**config.mk**
```make
export PLATFORM = sky130hd
export DESIGN_NAME = uart_rx
export DESIGN_NICKNAME = d
export VERILOG_FILES = /design/src/rtl/uart_pkg.sv /design/src/rtl/uart_baud_gen.sv /design/src/rtl/uart_rx.sv
export SDC_FILE = /design/constraint.sdc
export NUM_CORES = 1
export LEC_CHECK = 0
export CAP_MARGIN = 20
export CORE_MARGIN = 4
export CORE_UTILIZATION = 56
export CTS_CLUSTER_DIAMETER = 200
export DETAILED_ROUTE_END_ITERATION = 10
export PLACE_DENSITY = 0.75
export RECOVER_POWER = 100
export SLEW_MARGIN = 10
export SYNTH_ARGS = -nofsm -noshare
export SYNTH_HDL_FRONTEND = slang
export SYNTH_SLANG_ARGS = --single-unit
export TNS_END_PERCENT = 20
```
**constraint.sdc**
```tcl
create_clock -name clk -period 3.7 [get_ports clk]
set_input_delay 0.74 -clock clk [delete_from_list [all_inputs] [get_ports clk]]
set_output_delay 0.74 -clock clk [all_outputs]
set_load 0.005 [all_outputs]
```
**src/rtl/uart_pkg.sv**
```systemverilog
// Shared UART definitions: baud divisors, counter width and the receive FSM
// state type. uart_tx imports the same package so that both directions decode
// the baud select identically.
package uart_pkg;

  localparam int CNT_W = 14;

  // Divisor N per baud select; one bit lasts N+1 clocks.
  localparam logic [CNT_W-1:0] DIV_SEL0 = 14'd2603;
  localparam logic [CNT_W-1:0] DIV_SEL1 = 14'd10415;
  localparam logic [CNT_W-1:0] DIV_SEL2 = 14'd5207;
  localparam logic [CNT_W-1:0] DIV_SEL3 = 14'd2603;
  localparam logic [CNT_W-1:0] DIV_SEL4 = 14'd1301;
  localparam logic [CNT_W-1:0] DIV_SEL5 = 14'd650;
  localparam logic [CNT_W-1:0] DIV_SEL6 = 14'd433;
  localparam logic [CNT_W-1:0] DIV_SEL7 = 14'd216;

  typedef enum logic [1:0] {
    ST_IDLE  = 2'd0,
    ST_START = 2'd1,
    ST_DATA  = 2'd2,
    ST_STOP  = 2'd3
  } uart_state_e;

  function automatic logic [CNT_W-1:0] baud_div(input logic [2:0] sel);
    logic [CNT_W-1:0] n;
    case (sel)
      3'd0:    n = DIV_SEL0;
      3'd1:    n = DIV_SEL1;
      3'd2:    n = DIV_SEL2;
      3'd3:    n = DIV_SEL3;
      3'd4:    n = DIV_SEL4;
      3'd5:    n = DIV_SEL5;
      3'd6:    n = DIV_SEL6;
      default: n = DIV_SEL7;
    endcase
    return n;
  endfunction

  function automatic logic maj3(input logic a, input logic b, input logic c);
    return (a & b) | (a & c) | (b & c);
  endfunction

endpackage

```
**src/rtl/uart_baud_gen.sv**
```systemverilog
// Bit-period counter. Counts 0..div while enabled and wraps to 0, raising tick
// on the terminal count, so one tick marks every div+1 clocks. clr forces the
// count back to 0 and takes priority over counting.
module uart_baud_gen
  import uart_pkg::*;
(
  input  logic             clk,
  input  logic             rst,
  input  logic             en,
  input  logic             clr,
  input  logic [CNT_W-1:0] div,
  output logic [CNT_W-1:0] cnt,
  output logic             tick
);

  logic [CNT_W-1:0] cnt_q, cnt_d;

  // next count: clear, wrap on terminal count, or advance
  always_comb begin
    cnt_d = cnt_q;
    if (clr) begin
      cnt_d = '0;
    end else if (en) begin
      if (cnt_q == div) cnt_d = '0;
      else              cnt_d = cnt_q + 14'd1;
    end
  end

  // count register
  always_ff @(posedge clk) begin
    if (rst) cnt_q <= '0;
    else     cnt_q <= cnt_d;
  end

  assign cnt  = cnt_q;
  assign tick = en & ~clr & (cnt_q == div);

endmodule

```
**src/rtl/uart_rx.sv**
```systemverilog
// UART receiver, 8N1, LSB first, baud from uart_pkg::baud_div.
// Optional build macro UART_RX_MAJORITY_EN: each bit is a 2-of-3 vote of the
// samples at mid-1, mid and mid+1, decided at mid+1. Without it a single
// sample at mid is used.
//
// state    | meaning
// ---------+-----------------------------------------------------------
// ST_IDLE  | line idle, waiting for a synchronized falling edge
// ST_START | timing to mid start bit; a high sample there is a glitch
// ST_DATA  | one sample per bit period, 8 bits shifted in LSB first
// ST_STOP  | sample stop bit; on a low stop (brk_q) wait for line high
module uart_rx
  import uart_pkg::*;
(
  input  logic       clk,
  input  logic       rst,
  input  logic       rx,
  input  logic [2:0] rx_baud,
  output logic [7:0] rx_dat,
  output logic       rx_ok,
  output logic       rx_err,
  output logic       rx_ing
);

  uart_state_e      state_q, state_d;
  logic [CNT_W-1:0] div_q, div_d;
  logic [7:0]       sh_q, sh_d;
  logic [2:0]       bit_cnt_q, bit_cnt_d;
  logic             brk_q, brk_d;
  logic             rx_s1_q, rx_s1_d;
  logic             rx_s2_q, rx_s2_d;
  logic             rx_prev_q, rx_prev_d;
  logic [7:0]       rx_dat_q, rx_dat_d;
  logic             rx_ok_q, rx_ok_d;
  logic             rx_err_q, rx_err_d;
  logic             rx_ing_q, rx_ing_d;
`ifdef UART_RX_MAJORITY_EN
  logic             v0_q, v0_d;
  logic             v1_q, v1_d;
`endif

  logic             bg_en, bg_clr, bg_tick;
  logic [CNT_W-1:0] bg_cnt;
  logic [CNT_W-1:0] half_m1;
  logic             start_pt;
  logic             smp;
  logic             fall;

  uart_baud_gen u_baud (
    .clk  (clk),
    .rst  (rst),
    .en   (bg_en),
    .clr  (bg_clr),
    .div  (div_q),
    .cnt  (bg_cnt),
    .tick (bg_tick)
  );

  // next-state, sampling and output pulse decode
  always_comb begin
    state_d   = state_q;
    div_d     = div_q;
    sh_d      = sh_q;
    bit_cnt_d = bit_cnt_q;
    brk_d     = brk_q;
    rx_dat_d  = rx_dat_q;
    rx_ok_d   = 1'b0;
    rx_err_d  = 1'b0;
    rx_ing_d  = rx_ing_q;
    rx_s1_d   = rx;
    rx_s2_d   = rx_s1_q;
    rx_prev_d = rx_s2_q;
    bg_clr    = 1'b0;
    bg_en     = (state_q != ST_IDLE) && !brk_q;
    fall      = rx_prev_q & ~rx_s2_q;
    half_m1   = ((div_q + 14'd1) >> 1) - 14'd1;

`ifdef UART_RX_MAJORITY_EN
    // Vote samples are captured one and two clocks ahead of the decision
    // point; the decision itself uses the live synchronized value.
    v0_d     = v0_q;
    v1_d     = v1_q;
    start_pt = (bg_cnt == half_m1 + 14'd1);
    smp      = maj3(v0_q, v1_q, rx_s2_q);
    if (state_q == ST_START) begin
      if (bg_cnt == half_m1 - 14'd1) v0_d = rx_s2_q;
      if (bg_cnt == half_m1)         v1_d = rx_s2_q;
    end else if (bg_en) begin
      if (bg_cnt == div_q - 14'd2) v0_d = rx_s2_q;
      if (bg_cnt == div_q - 14'd1) v1_d = rx_s2_q;
    end
`else
    start_pt = (bg_cnt == half_m1);
    smp      = rx_s2_q;
`endif

    case (state_q)
      ST_IDLE: begin
        if (fall) begin
          state_d   = ST_START;
          bg_clr    = 1'b1;
          div_d     = baud_div(rx_baud);
          bit_cnt_d = 3'd0;
          rx_ing_d  = 1'b1;
        end
      end
      ST_START: begin
        if (start_pt) begin
          if (smp) begin
            state_d  = ST_IDLE;
            rx_ing_d = 1'b0;
          end else begin
            state_d = ST_DATA;
            bg_clr  = 1'b1;
          end
        end
      end
      ST_DATA: begin
        if (bg_tick) begin
          sh_d      = {smp, sh_q[7:1]};
          bit_cnt_d = bit_cnt_q + 3'd1;
          if (bit_cnt_q == 3'd7) state_d = ST_STOP;
        end
      end
      ST_STOP: begin
        if (brk_q) begin
          if (rx_s2_q) begin
            brk_d   = 1'b0;
            state_d = ST_IDLE;
          end
        end else if (bg_tick) begin
          rx_ing_d = 1'b0;
          if (smp) begin
            rx_ok_d  = 1'b1;
            rx_dat_d = sh_q;
            state_d  = ST_IDLE;
          end else begin
            rx_err_d = 1'b1;
            brk_d    = 1'b1;
          end
        end
      end
      default: state_d = ST_IDLE;
    endcase
  end

  // state and registered outputs; synchronizer resets to idle-high
  always_ff @(posedge clk) begin
    if (rst) begin
      state_q   <= ST_IDLE;
      div_q     <= '0;
      sh_q      <= 8'h00;
      bit_cnt_q <= 3'd0;
      brk_q     <= 1'b0;
      rx_s1_q   <= 1'b1;
      rx_s2_q   <= 1'b1;
      rx_prev_q <= 1'b1;
      rx_dat_q  <= 8'h00;
      rx_ok_q   <= 1'b0;
      rx_err_q  <= 1'b0;
      rx_ing_q  <= 1'b0;
`ifdef UART_RX_MAJORITY_EN
      v0_q      <= 1'b1;
      v1_q      <= 1'b1;
`endif
    end else begin
      state_q   <= state_d;
      div_q     <= div_d;
      sh_q      <= sh_d;
      bit_cnt_q <= bit_cnt_d;
      brk_q     <= brk_d;
      rx_s1_q   <= rx_s1_d;
      rx_s2_q   <= rx_s2_d;
      rx_prev_q <= rx_prev_d;
      rx_dat_q  <= rx_dat_d;
      rx_ok_q   <= rx_ok_d;
      rx_err_q  <= rx_err_d;
      rx_ing_q  <= rx_ing_d;
`ifdef UART_RX_MAJORITY_EN
      v0_q      <= v0_d;
      v1_q      <= v1_d;
`endif
    end
  end

  assign rx_dat = rx_dat_q;
  assign rx_ok  = rx_ok_q;
  assign rx_err = rx_err_q;
  assign rx_ing = rx_ing_q;

endmodule
```
==> impl_results.md <==
- Status: complete, but fails checks
- Failing checks: capacitance limit, slew limit
- Compound-Gate Fraction of Synth Area: 15.1%
- Relative slew slack: -14.2%
- Maximum clock frequency: 298 MHz
- Core area: 6030 µm²
- Routed WL: 7.05 mm
- Unrepaired setup endpoints after global routing: no
- P per Cell Area: 314 nW/µm²
- Largest delay share family, worst path: simple AND/OR/NAND/NOR gates
- Global-route wire length before repair: 12.4 mm
- Synth Area in XOR/XNOR: 13.7%
- Synth cell types: 60
- Non-Filler Instances: 492
- Post-synth EDFFs: 0
- Period Utilization, post-route: 90.6%
- Fraction of registers with async set/reset: 0%
- Antenna cell count: 0
- Final Hold Vio Count: 0
- Vias in the first global route: 2,714
- CTS tree: done
- Layout Utilization: 61.7%
- Worst Tran Pin Value: 1.71 ns
- Die width: 87.5 µm
- Vias/cell: 5.85
- Slowest stage delay, CP: 0.48 ns
- DPL Wire Length: 5.09 mm
- Crit path top cell by count: nor2_1
- CTS root buf: clkbuf_8
- Hold EP: rx_prev_d$_SDFF_PP1_
- Initial core utilization: 58.8%
- Worst R2R Path Depth: 10
- DR pass1 iterations: 4
- Peak VDD IR: 0.188 mV
- Wire per inst: 14.3 µm
- Fin nets: 427
- Synth Flop Type: dfxtp_1
- Crit path cell chain: ha_1 > nand3_2 > nor2_1 > nor2_1 > nor4_1 > a221oi_1 > a311o_1 > a2111oi_4 > buf_4 > a31oi_1
- Synth Area in Simple Gates: 25.8%
- Synth Cell Area: 3540 µm²
- Max clock buf depth: 2
- Die area: 7660 µm²
- Post-detailed-route count of antenna-violating nets: 0
- Clock Sink Count: 56
- Syn Inst Count: 425
- Max-Cap Viols: 1
- RePlAce Congestion: 0.924
- YS warnings: 0
- Synthesis-to-finish area growth: 4.94%
- Mux cell area share after synthesis: 5.93%
- Crit end category: register
- R2R Setup Slk: 0.35 ns
- Row count: 28
- Total track usage: 19.7%
- Htree depth: 2
- Worst-path fanout max: 17
- Cts hold-fix bufs: 0
- Hold Path Stages: 1
- Buffer and inverter count on the worst path: 1
- Inserted Clock Buffers: 5
- Worst Hold Class: reg -> reg
- Setup tns final: 0 ns
- Post-Layout Inst Area: 3720 µm²
- # setup viols final: 0
- #FFs+latches synth: 56
- Placed instance area: 3660 µm²
- Combinational family with the most area after synthesis: simple AND/OR/NAND/NOR gates
- Synth Area in Adders: 1.77%
- Largest net degree at the start of global routing: 43
- Final max-slew violation count: 43
- Fin crit period: 3.35 ns
- Crit path DAT: 3.54 ns
- Via count: 2,876
- Sequential area share after synthesis: 31.6%
- Synth Net Count: 436
- Reg2reg end: state_q[0]$_SDFFE_PP0P_
- Die height: 87.5 µm
- DP Cell Count: 484
- Initial antenna violation count: 0
- Worst Clk Skew: 0.00697 ns
- DRC Markers: 0
- Worst-path clk slew: 0.11 ns
- Hold Startpoint: rx_s1_q$_SDFF_PP1_
- Clk_lat worst skew: 0.31 ns
- Worst path required time: 3.88 ns
- PostCTS Resize Cnt: 0
- FF-to-FF Start: div_q[1]$_SDFFE_PP0P_
- Slowest-stage cell, CP: dfxtp_1
- I/O Buffers: 16
- IO Pins: 17
- Setup bufs post-CTS: 0
- Post-synthesis area per instance: 8.34 µm²
- CP Launch Type: register
- Worst Setup Path Type: reg -> reg
- Gr ovfl total: 0
- Layout filler cell count: 526
- Iteration-0 DRC Markers: 210
- Share of cells above drive strength 1: 7.91%
- Leak Pwr: 1.37 nW
==> logic make-up (layout without fill, tap and decap cells) <==
kind of cell               count (synthesis)  in the layout
and+or+nand+nor                          175            175
adders and majority gates                  5              5
DFF                                       56             56
AOI/OAI and AO/OA                         71             71
buffers and inverters                     43             35
xor gates and xnor gates                  54             54
muxes                                     21             21
==> layout by cell type (no fill, tap or decap), types with 3 or more instances in the layout <==
cell type and instances:
xor2_1 21, clkbuf_8 5, nand3_2 3, nor3_1 13
nand2_1 41, o21ai_0 9, nand4_1 5, nand2b_1 5
nand3_1 15, ha_1 5, a21oi_1 21, inv_1 6
mux2i_1 21, dlygate4sd3_1 12, a21oi_2 3, and3_1 9
nor2_1 45, or2_2 3, buf_4 3, dfxtp_1 56
xnor2_1 32, a31oi_1 7, clkdlybuf4s50_1 4, nor4_1 5
or3_1 6, a311oi_1 6, nand3b_1 6
==> through the flow <==
stage                     hold WS (ns)  power (W)  setup slack, ns
after floorplan                  0.389   0.000797            0.733
after global placement           0.395   0.000826            0.577
after detailed placement         0.399   0.000831            0.434
after CTS                        0.425    0.00118            0.430
after global routing             0.432    0.00123            0.138
final                            0.421    0.00117            0.348
==> layer usage <==
| metal | wire [µm] | vias up | global-route usage, % |
|---|---|---|---|
| li1 | - | 1474 | - |
| met4 | 155 | 0 | 6.14 |
| met5 | 0 | - | 0 |
| met3 | 139 | 15 | 2.73 |
| met2 | 3350 | 45 | 33.6 |
| met1 | 3400 | 1342 | 25.8 |
==> worst register-to-register path, delay by kind of cell (launching register included) <==
family	cells	cell delay, ns
adders and majority gates	1	0.31
and+or+nand+nor	4	1.17
buffers and inverters	1	0.30
AOI/OAI and AO/OA	4	0.96
DFF	1	0.48
==> how the worst max path moves through the flow <==
| stage | from | to | slack (ns) | cells after the start |
|---|---|---|---|---|
| 2_1_floorplan | div_q[1]$_SDFFE_PP0P_ | u_baud.cnt[0]$_SDFFE_PP0P_ | 0.73 | 10 |
| 3_3_place_gp | div_q[0]$_SDFFE_PP0P_ | state_q[0]$_SDFFE_PP0P_ | 0.58 | 10 |
| 3_5_place_dp | div_q[1]$_SDFFE_PP0P_ | state_q[0]$_SDFFE_PP0P_ | 0.43 | 10 |
| 4_1_cts | div_q[1]$_SDFFE_PP0P_ | state_q[0]$_SDFFE_PP0P_ | 0.43 | 10 |
| 5_1_grt | div_q[1]$_SDFFE_PP0P_ | state_q[0]$_SDFFE_PP0P_ | 0.14 | 10 |
| 6_report | div_q[1]$_SDFFE_PP0P_ | state_q[0]$_SDFFE_PP0P_ | 0.35 | 10 |
==> power by group <==
group,internal (W),total (W),leakage [nW],switching [W]
registers,0.000611,0.000633,0.453,0.0000219
clock network,0.000140,0.000352,0.0491,0.000213
logic,0.0000789,0.000183,0.864,0.000104
total,0.000830,0.00117,1.37,0.000338
==> registers in the layout, indices dropped and copies added, names as in the netlist, named ones only <==
| signal | flops |
|---|---|
| rx_dat | 8 |
| rx_prev_q | 1 |
| rx_ok | 1 |
| bit_cnt_q | 3 |
| rx_s1_q | 1 |
| u_baud.cnt | 14 |
| div_q | 14 |
| rx_prev_d | 1 |
| rx_ing | 1 |
| sh_q | 8 |
| rx_err | 1 |
| brk_q | 1 |
| state_q | 1 |
==> Yosys cell counts, types with 9 or more instances <==
cell / n / area share (%)
o21ai_0: 9 / 1.3
xor2_1: 21 / 5.2
and3_1: 9 / 1.6
dfxtp_1: 56 / 32
nor2_1: 45 / 4.8
nand2_1: 41 / 4.3
clkbuf_1: 26 / 2.8
mux2i_1: 21 / 5.9
a21oi_2: 10 / 2.5
a21oi_1: 14 / 2.0
nand3_1: 15 / 2.1
xnor2_1: 32 / 7.9
nor3_1: 13 / 1.8
==> area by class of cell <==
| type | count | area (µm²) | area share, % |
|---|---|---|---|
| inverter | 6 | 22.5 | 0.606 |
| clock inverter | 3 | 26.3 | 0.707 |
| sequential | 56 | 1120 | 30.1 |
| clock buffer | 5 | 68.8 | 1.85 |
| timing repair buffer | 21 | 190 | 5.11 |
| tap | 75 | 93.8 | 2.52 |
| multi-input combinational | 326 | 2200 | 59.1 |
(Power assumes the default switching activity.)
==> variant (same flow settings) <==
The 4 states of `uart_state_e` get a one-hot encoding in 4 bits.
--- a/src/rtl/uart_pkg.sv
+++ b/src/rtl/uart_pkg.sv
@@ -16,9 +16,9 @@
   localparam logic [CNT_W-1:0] DIV_SEL7 = 14'd216;
 
-  typedef enum logic [1:0] {
-    ST_IDLE  = 2'd0,
-    ST_START = 2'd1,
-    ST_DATA  = 2'd2,
-    ST_STOP  = 2'd3
+  typedef enum logic [3:0] {
+    ST_IDLE  = 4'b0001,
+    ST_START = 4'b0010,
+    ST_DATA  = 4'b0100,
+    ST_STOP  = 4'b1000
   } uart_state_e;
 
Check against the original RTL: same outputs for any inputs over 10 cycles, from zero or initial values and one cycle with rst high; not proved beyond that.
==> variant against the unedited design <==
- the flow still finishes with violations (max-capacitance violations, max-slew violations)
- power is 25% higher
- cell area grew 8.8%
- sequential share of layout area decreased by 1.5 points
- worst setup slack improved by 56 ps
- sequential cell count grew 2
- routed wire length rose by 15%
- first-iteration DRC count grew 31%
- area after synthesis increased by 4.3%
- clock power increased by 66%
- largest cell class unchanged
- highest routed layer unchanged
==> variant: results <==
set metrics [dict create \
    nets 459 \
    dp_hpwl_um 5980 \
    wl_met3_um 433 \
    grt_pass1_wl_um 13500 \
    slew_violations 44 \
    ys_top_cells_by_area "dfxtp_1 31%, xnor2_1 7.1%, xor2_1 5.9%, nand2_1 4.9%, a21oi_1 4.5%" \
    r2r_setup_slack_ps 400 \
    fill_cells 561 \
    timing.rr.end "u_baud.cnt[4]" \
    max_stage_delay_ps 630 \
    dp.cells 514 \
    yosys-top-cells-count "58 x dfxtp_1, 48 x nand2_1, 33 x a21oi_1, 33 x nor2_1, 30 x xnor2_1" \
    dr.pass1.iters 5 \
    clk_pin_slew_ps 70 \
    grt_pass1_vias 2884 \
    wl_um 8110 \
    status "finished with violations" \
    wl_met1_um 3850 \
    reg2reg_depth 9 \
    cts_sinks 58 \
    failed_checks "max-capacitance violations, max-slew violations" \
    clk_share_pct 4.98 \
    whs_ps 414 \
    grt_start_max_net_pins 44 \
    place_congestion 0.921 \
    regArea_um2 1160 \
    drv_cap 1 \
    num-nonclk-buffers 28 \
    inverters_excl_clock 7 \
    synth_seq_area_share_pct 31.4 \
    vias 3148 \
    use_met3_pct 5.25 \
    grt_use_met1_pct 30.3 \
    post_synth.cell_area_avg_um2 8.27 \
    grtUsageMet2_pct 32.8 \
    crit_fanout 14 \
    fp.dieArea_um2 7970 \
    relSlewSlack_pct -15.6 \
    final.period_utilization_pct 89.1 \
    fin_skew_ps 12.3 \
]
## variant: changes by cell type in the layout (fill, tap and decap cells not counted), moves of 6 or more
cell / before / now
mux2i_1: 21 / 8
a21oi_1: 21 / 33
nand3_1: 15 / 25
nor2_1: 45 / 35
nand2_1: 41 / 48
nor2_2: 1 / 8
a31oi_1: 7 / 1
buf_4: 3 / 9
nor4b_1: 0 / 6
## variant: power by group
| part | total, mW | switching [mW] | internal, mW |
|---|---|---|---|
| sequential | 0.657 | 0.0222 | 0.635 |
| combinational | 0.224 | 0.128 | 0.0957 |
| clock | 0.585 | 0.271 | 0.314 |
## variant: logic make-up (layout without fill, tap and decap cells)
group	Yosys count	count (layout)	share of synthesized area [%]
AO/OA/AOI/OAI	71	71	14.1
XOR/XNOR	57	57	14.2
adder cells (fa/ha/maj)	5	5	1.69
buffers and inverters	45	51	5.69
flip-flops	58	58	31.4
multiplexers	8	8	2.17
AND/OR/NAND/NOR	203	203	30.7
